<file path="config.mk">
export PLATFORM = sky130hd
export DESIGN_NAME = imem_fetch_ctrl_flat
export DESIGN_NICKNAME = d
export VERILOG_FILES = /design/src/rtl/imem_fetch_ctrl_if.sv /design/src/rtl/imem_fetch_ctrl.sv /design/src/flat_wrapper.sv
export SDC_FILE = /design/constraint.sdc
export NUM_CORES = 1
export LEC_CHECK = 0
export CORE_ASPECT_RATIO = 0.8
export CORE_MARGIN = 2
export CORE_UTILIZATION = 34
export CTS_CLUSTER_SIZE = 20
export DETAILED_ROUTE_END_ITERATION = 10
export PLACE_DENSITY = 0.86
export SYNTH_ARGS = -nofsm -noshare
export SYNTH_HDL_FRONTEND = slang
export SYNTH_SLANG_ARGS = --single-unit
</file>
<file path="constraint.sdc">
create_clock -name clk -period 2.8 [get_ports clk]
set_input_delay 0.56 -clock clk [delete_from_list [all_inputs] [get_ports clk]]
set_output_delay 0.56 -clock clk [all_outputs]
set_load 0.02 [all_outputs]
</file>
<file path="src/rtl/imem_fetch_ctrl_if.sv">
// Bus bundle between the fetch controller, the instruction memory, the loader and the consumer.
// The controller takes the master side; the surrounding system takes the slave side.
interface imem_fetch_ctrl_if #(
    parameter int WORD_SIZE  = 19,
    parameter int ADDR_WIDTH = 10
);
    logic                  start;
    logic                  halt;
    logic                  stall;
    logic                  branch_taken;
    logic [ADDR_WIDTH-1:0] branch_target;
    logic                  ld_req;
    logic [ADDR_WIDTH-1:0] ld_addr;
    logic [WORD_SIZE-1:0]  ld_data;
    logic                  ld_gnt;
    logic                  rd_en_im;
    logic                  wr_en_im;
    logic [ADDR_WIDTH-1:0] mem_addr;
    logic [WORD_SIZE-1:0]  mem_wdata;
    logic [WORD_SIZE-1:0]  mem_rdata;
    logic [WORD_SIZE-1:0]  instr_out;
    logic                  instr_valid;
    logic [ADDR_WIDTH-1:0] instr_pc;
    logic [ADDR_WIDTH-1:0] pc;
    logic [2:0]            state_o;

    modport master (
        input  start, halt, stall, branch_taken, branch_target,
        input  ld_req, ld_addr, ld_data, mem_rdata,
        output ld_gnt, rd_en_im, wr_en_im, mem_addr, mem_wdata,
        output instr_out, instr_valid, instr_pc, pc, state_o
    );

    modport slave (
        output start, halt, stall, branch_taken, branch_target,
        output ld_req, ld_addr, ld_data, mem_rdata,
        input  ld_gnt, rd_en_im, wr_en_im, mem_addr, mem_wdata,
        input  instr_out, instr_valid, instr_pc, pc, state_o
    );
endinterface

</file>
<file path="src/rtl/imem_fetch_ctrl.sv">
// Fetch sequencer for the 1024x19 single-port instruction memory: owns the PC, tracks the
// one-cycle read latency, handles stall/branch/halt and lends the memory to the loader.
module imem_fetch_ctrl #(
    parameter int                    WORD_SIZE  = 19,
    parameter int                    ADDR_WIDTH = 10,
    parameter logic [ADDR_WIDTH-1:0] RESET_PC   = '0
) (
    input  logic              clk,
    input  logic              rst,
    imem_fetch_ctrl_if.master bus
);
    localparam logic [2:0] IDLE   = 3'd0;
    localparam logic [2:0] FETCH  = 3'd1;
    localparam logic [2:0] HALTED = 3'd2;
    localparam logic [2:0] LOAD   = 3'd3;

    logic [2:0]            state;
    logic [2:0]            stateNext;
    logic [ADDR_WIDTH-1:0] pcQ;
    logic [ADDR_WIDTH-1:0] instrPcQ;
    logic                  validQ;
    logic                  inFetch;
    logic                  inLoad;
    logic                  issue;

    assign inFetch = (state == FETCH);
    assign inLoad  = (state == LOAD);
    assign issue   = inFetch && !bus.stall && !bus.halt && !bus.branch_taken;

    // Loader requests beat start when the core is parked; unknown encodings fall back to IDLE.
    always_comb begin
        stateNext = state;
        case (state)
            IDLE, HALTED: begin
                if (bus.ld_req)
                    stateNext = LOAD;
                else if (bus.start)
                    stateNext = FETCH;
            end
            FETCH: begin
                if (bus.halt)
                    stateNext = HALTED;
            end
            LOAD: begin
                if (!bus.ld_req)
                    stateNext = IDLE;
            end
            default: stateNext = IDLE;
        endcase
    end

    always_ff @(posedge clk or posedge rst) begin
        if (rst) begin
            state    <= IDLE;
            pcQ      <= RESET_PC;
            instrPcQ <= '0;
            validQ   <= 1'b0;
        end else begin
            state <= stateNext;
            if (inFetch) begin
                // Stall leaves validQ/instrPcQ alone: the memory output register holds the word.
                if (bus.halt) begin
                    validQ <= 1'b0;
                end else if (bus.branch_taken) begin
                    pcQ    <= bus.branch_target;
                    validQ <= 1'b0;
                end else if (!bus.stall) begin
                    pcQ      <= pcQ + ADDR_WIDTH'(1);
                    instrPcQ <= pcQ;
                    validQ   <= 1'b1;
                end
            end else begin
                validQ <= 1'b0;
                if (inLoad && !bus.ld_req)
                    pcQ <= RESET_PC;
            end
        end
    end

    assign bus.rd_en_im    = issue;
    assign bus.wr_en_im    = inLoad && bus.ld_req;
    assign bus.ld_gnt      = inLoad;
    assign bus.mem_addr    = inLoad ? bus.ld_addr : (issue ? pcQ : '0);
    assign bus.mem_wdata   = inLoad ? bus.ld_data : '0;
    assign bus.instr_out   = inFetch ? bus.mem_rdata : '0;
    assign bus.instr_valid = inFetch && validQ;
    assign bus.instr_pc    = instrPcQ;
    assign bus.pc          = pcQ;
    assign bus.state_o     = state;
endmodule

</file>
<file path="src/flat_wrapper.sv">
// flat-port wrapper written by rule: the top's interface ports become plain ports
module imem_fetch_ctrl_flat 
#(
    parameter int                    WORD_SIZE  = 19,
    parameter int                    ADDR_WIDTH = 10,
    parameter logic [ADDR_WIDTH-1:0] RESET_PC   = '0
)
  (clk, rst, bus_start, bus_halt, bus_stall, bus_branch_taken, bus_branch_target, bus_ld_req, bus_ld_addr, bus_ld_data, bus_mem_rdata, bus_ld_gnt, bus_rd_en_im, bus_wr_en_im, bus_mem_addr, bus_mem_wdata, bus_instr_out, bus_instr_valid, bus_instr_pc, bus_pc, bus_state_o);
  imem_fetch_ctrl_if #(.WORD_SIZE(WORD_SIZE), .ADDR_WIDTH(ADDR_WIDTH)) bus_i ();
  input  logic clk;
  input  logic rst;
  input wire logic [$bits(bus_i.start)-1:0] bus_start;
  input wire logic [$bits(bus_i.halt)-1:0] bus_halt;
  input wire logic [$bits(bus_i.stall)-1:0] bus_stall;
  input wire logic [$bits(bus_i.branch_taken)-1:0] bus_branch_taken;
  input wire logic [$bits(bus_i.branch_target)-1:0] bus_branch_target;
  input wire logic [$bits(bus_i.ld_req)-1:0] bus_ld_req;
  input wire logic [$bits(bus_i.ld_addr)-1:0] bus_ld_addr;
  input wire logic [$bits(bus_i.ld_data)-1:0] bus_ld_data;
  input wire logic [$bits(bus_i.mem_rdata)-1:0] bus_mem_rdata;
  output wire logic [$bits(bus_i.ld_gnt)-1:0] bus_ld_gnt;
  output wire logic [$bits(bus_i.rd_en_im)-1:0] bus_rd_en_im;
  output wire logic [$bits(bus_i.wr_en_im)-1:0] bus_wr_en_im;
  output wire logic [$bits(bus_i.mem_addr)-1:0] bus_mem_addr;
  output wire logic [$bits(bus_i.mem_wdata)-1:0] bus_mem_wdata;
  output wire logic [$bits(bus_i.instr_out)-1:0] bus_instr_out;
  output wire logic [$bits(bus_i.instr_valid)-1:0] bus_instr_valid;
  output wire logic [$bits(bus_i.instr_pc)-1:0] bus_instr_pc;
  output wire logic [$bits(bus_i.pc)-1:0] bus_pc;
  output wire logic [$bits(bus_i.state_o)-1:0] bus_state_o;
  assign bus_i.start = bus_start;
  assign bus_i.halt = bus_halt;
  assign bus_i.stall = bus_stall;
  assign bus_i.branch_taken = bus_branch_taken;
  assign bus_i.branch_target = bus_branch_target;
  assign bus_i.ld_req = bus_ld_req;
  assign bus_i.ld_addr = bus_ld_addr;
  assign bus_i.ld_data = bus_ld_data;
  assign bus_i.mem_rdata = bus_mem_rdata;
  assign bus_ld_gnt = bus_i.ld_gnt;
  assign bus_rd_en_im = bus_i.rd_en_im;
  assign bus_wr_en_im = bus_i.wr_en_im;
  assign bus_mem_addr = bus_i.mem_addr;
  assign bus_mem_wdata = bus_i.mem_wdata;
  assign bus_instr_out = bus_i.instr_out;
  assign bus_instr_valid = bus_i.instr_valid;
  assign bus_instr_pc = bus_i.instr_pc;
  assign bus_pc = bus_i.pc;
  assign bus_state_o = bus_i.state_o;
  imem_fetch_ctrl #(.WORD_SIZE(WORD_SIZE), .ADDR_WIDTH(ADDR_WIDTH), .RESET_PC(RESET_PC)) u_core (.clk(clk), .rst(rst), .bus(bus_i));
endmodule
</file>
==> results of run 1 <==
==> cell usage in the layout, fill, tap and decap left out, types with 2 or more instances in the layout <==
master / n
nor2b_1: 4
o31ai_1: 3
clkbuf_8: 3
nand3_1: 7
clkdlybuf4s15_1: 3
mux2_2: 10
nand2_1: 10
nor4_1: 3
nor3_1: 6
nor2_1: 4
a21oi_1: 7
inv_1: 3
dfrtp_1: 23
dlygate4sd2_1: 8
nand4_1: 2
clkdlybuf4s50_1: 127
a22o_1: 10
o21ai_0: 13
or3_1: 2
and3_1: 21
and2_1: 22
o2bb2ai_1: 3
nand2b_1: 2
buf_4: 9
==> how the worst max path moves through the flow <==
stage	endpoint	slack (ns)	depth (start not counted)
2_1_floorplan	bus_mem_addr[0]	0.58	5
3_3_place_gp	bus_mem_addr[3]	-0.19	6
3_5_place_dp	bus_mem_addr[7]	-0.22	6
4_1_cts	bus_mem_addr[7]	0.05	6
5_1_grt	bus_mem_addr[5]	0.0009	6
6_report	bus_mem_addr[2]	0.07	6
==> power breakdown <==
group	internal (mW)	switching (mW)	leakage, nW	total (mW)
Combinational	0.892	0.948	1.01	1.84
Clock	0.102	0.102	0.0228	0.203
Sequential	0.440	0.134	0.307	0.574
==> sequential cells by signal, summed over array words and instances, names as in the netlist <==
| register | cells |
|---|---|
| u_core.bus.instr_pc | 10 |
| u_core.bus.pc | 10 |
| u_core.bus.state_o | 2 |
| u_core.validQ | 1 |
==> logic make-up after synthesis <==
family / share of synthesized area
adder cells (fa/ha/maj): 0.00778
flip-flops: 0.358
multiplexers: 0.0763
AND/OR/NAND/NOR: 0.321
buffers and inverters: 0.0623
other: 0.00233
AO/OA/AOI/OAI: 0.173
==> repair_timing <==
item,CTS,global route
pin swaps,0,0
resized for setup,11,3
hold buffers,0,0
setup endpoints to repair,11,3
==> per-stage QoR <==
stage | worst slack [ns] | area [um^2]
floorplan | 0.580 | 1610
global placement | -0.189 | 3060
detailed placement | -0.220 | 3060
CTS | 0.0519 | 3090
global route | 0.000873 | 3100
finish | 0.0652 | 3100
==> area by class of cell <==
| type | instances | area, um^2 |
|---|---|---|
| Inverter | 3 | 11.3 |
| Sequential cell | 23 | 576 |
| Tap cell | 60 | 75.1 |
| Multi-Input combinational cell | 141 | 932 |
| Clock buffer | 4 | 45.0 |
| Fill cell | 390 | 1470 |
| Timing Repair Buffer | 148 | 1460 |
==> per-layer routing <==
layer,track usage,up-vias
met5,0,-
met1,0.250,888
met2,0.408,88
met3,0.0481,4
li1,-,936
met4,0.0508,0
==> critical path: stages <==
cell,delay (ns)
clkdlybuf4s50_1,0.42
or3b_4,0.40
nor3_4,0.15
buf_12,0.16
a22o_1,0.14
dlygate4sd2_1,0.34
==> run_results.csv, run 1 <==
group,metric,value,unit
global_routing,grt_overflow,0,
power,total_power,2.62,mW
synthesis,synthTopCellsByCount,"23 x dfrtp_1, 22 x and2_1, 21 x and3_1, 13 x o21ai_0, 11 x clkbuf_1",
run_status,outcome,"completed",
worst_setup_path,r2r-end,"u_core.bus.pc[5]$_DFFE_PP0P_",
synthesis,syn_nets,250,
min_path,hold_depth,1,
global_routing,antenna_found_initial,0,
power,ir_worst_vdd,476,uV
clocking,post-cts-setup-buffer-count,0,
floorplan,ios,140,
floorplan,chipHeight,65.5,um
sta,tns,0,ns
final_layout,fin_util,0.678,
power,power_leakage,1.34,nW
synthesis,synth_ff_type,"dfrtp_1",
job,drv_cap,0,
floorplan,initial_core_util,0.352,
power,power_density,845,nW/um^2
floorplan,die_area,5300,um^2
place,gp_congestion,0.800,
synthesis,synth_cell_types,35,
final_layout,fin_cells,379,
final_layout,num_antenna_cells,0,
worst_setup_path,rr_worst_depth,5,
clocking,clockRootBuffer,"clkbuf_8",
routing,drt-pass1-iter-count,4,
sta,fmax,366,MHz
global_routing,grt_pass1_vias,1918,
sta,tightest_slew,0.867,ns
synthesis,ys_seq_area_frac,0.358,
clocking,htreeDepth,1,
place,port-buffer-count,138,
sta,slew_violations,0,
worst_setup_path,r2r-start,"u_core.bus.state_o[1]$_DFFE_PP0P_",
worst_setup_path,cp-start-kind,"input pin",
routing,dr_wl_met2,3.11,mm
routing,highest_layer,"met4",
global_routing,grt_pass1_wl,8.98,mm
sta,hold_slack,0.510,ns
clocking,cts_tree,"built",
routing,vias,1916,
worst_setup_path,arrival,2.17,ns
routing,finalWirelength,5.82,mm
synthesis,syn_inst,184,
synthesis,yosys-top-cells-area,"dfrtp_1 36%, and2_1 8.6%, and3_1 8.2%",
sta,rsz0062_at_grt,"no",
sta,finalClockSkew,0.00924,ns
routing,routed-wl-met3,394,um
floorplan,die_x,80.9,um
worst_setup_path,crit_required,2.24,ns
clocking,cts_sinks,23,
synthesis,syn_avg_cell_area,8.74,um^2
clocking,numCtsBuffers,3,
synthesis,synth-async-reset-ratio,1.00,
routing,drc_errors,0,
clocking,clk_latency,0.26,ns
min_path,hp-class,"reg2reg",
synthesis,ys_warn_count,0,
min_path,min_from,"u_core.bus.instr_pc[3]$_DFFE_PP0P_",
min_path,holdPathEnd,"u_core.bus.instr_pc[3]$_DFFE_PP0P_",
place,hpwl,4.51,mm
global_routing,grt_max_degree,32,
routing,avgViaCountPerCell,5.06,
routing,wl_met1,2.27,mm
routing,ant_nets,0,
synthesis,yosysTopAreaCell,"dfrtp_1",
sta,setup_viol,0,
worst_setup_path,crit_fanout,14,
sta,slew_headroom,0.422,
clocking,clk_path_buf_depth,2,
worst_setup_path,regToRegSetupSlack,1.02,ns
synthesis,synth.most_common_cell,"dfrtp_1",
sta,finalHoldViolCount,0,
sta,post-route-period-util,0.977,
synthesis,syn-cell-area,1610,um^2
routing,avgRoutedWirePerCell,15.4,um
synthesis,synth_edf_count,0,
sta,fin_crit,2.73,ns
floorplan,core,4570,um^2
final_layout,fin_nets,386,
place,place_inst,375,
synthesis,synth_top_area_share,0.358,
synthesis,synth-seq-cells,23,
floorplan,rows,22,
worst_setup_path,crit_type,"in2out",
clocking,path_clk_slew,0.08,ns
global_routing,grt_usage,0.218,
worst_setup_path,startpoint,"bus_branch_taken",
routing,drt_iter0_drc,141,
worst_setup_path,cp-end-kind,"output pin",
final_layout,drive_gt1_frac,0.0815,
final_layout,syn2layout_area_growth,92.7,%
Power figures use the tool's default switching activity.
==> inputs of run 2 (changes only) <==
--- a/config.mk
+++ b/config.mk
@@ -5,6 +5,7 @@
 export SDC_FILE = /design/constraint.sdc
 export NUM_CORES = 1
 export LEC_CHECK = 0
+export ABC_CLOCK_PERIOD_IN_PS = 2800
 export CORE_ASPECT_RATIO = 0.8
 export CORE_MARGIN = 2
 export CORE_UTILIZATION = 34
==> results of run 2 <==
No change in the layout: final DEF, timing and power equal those of run 1.
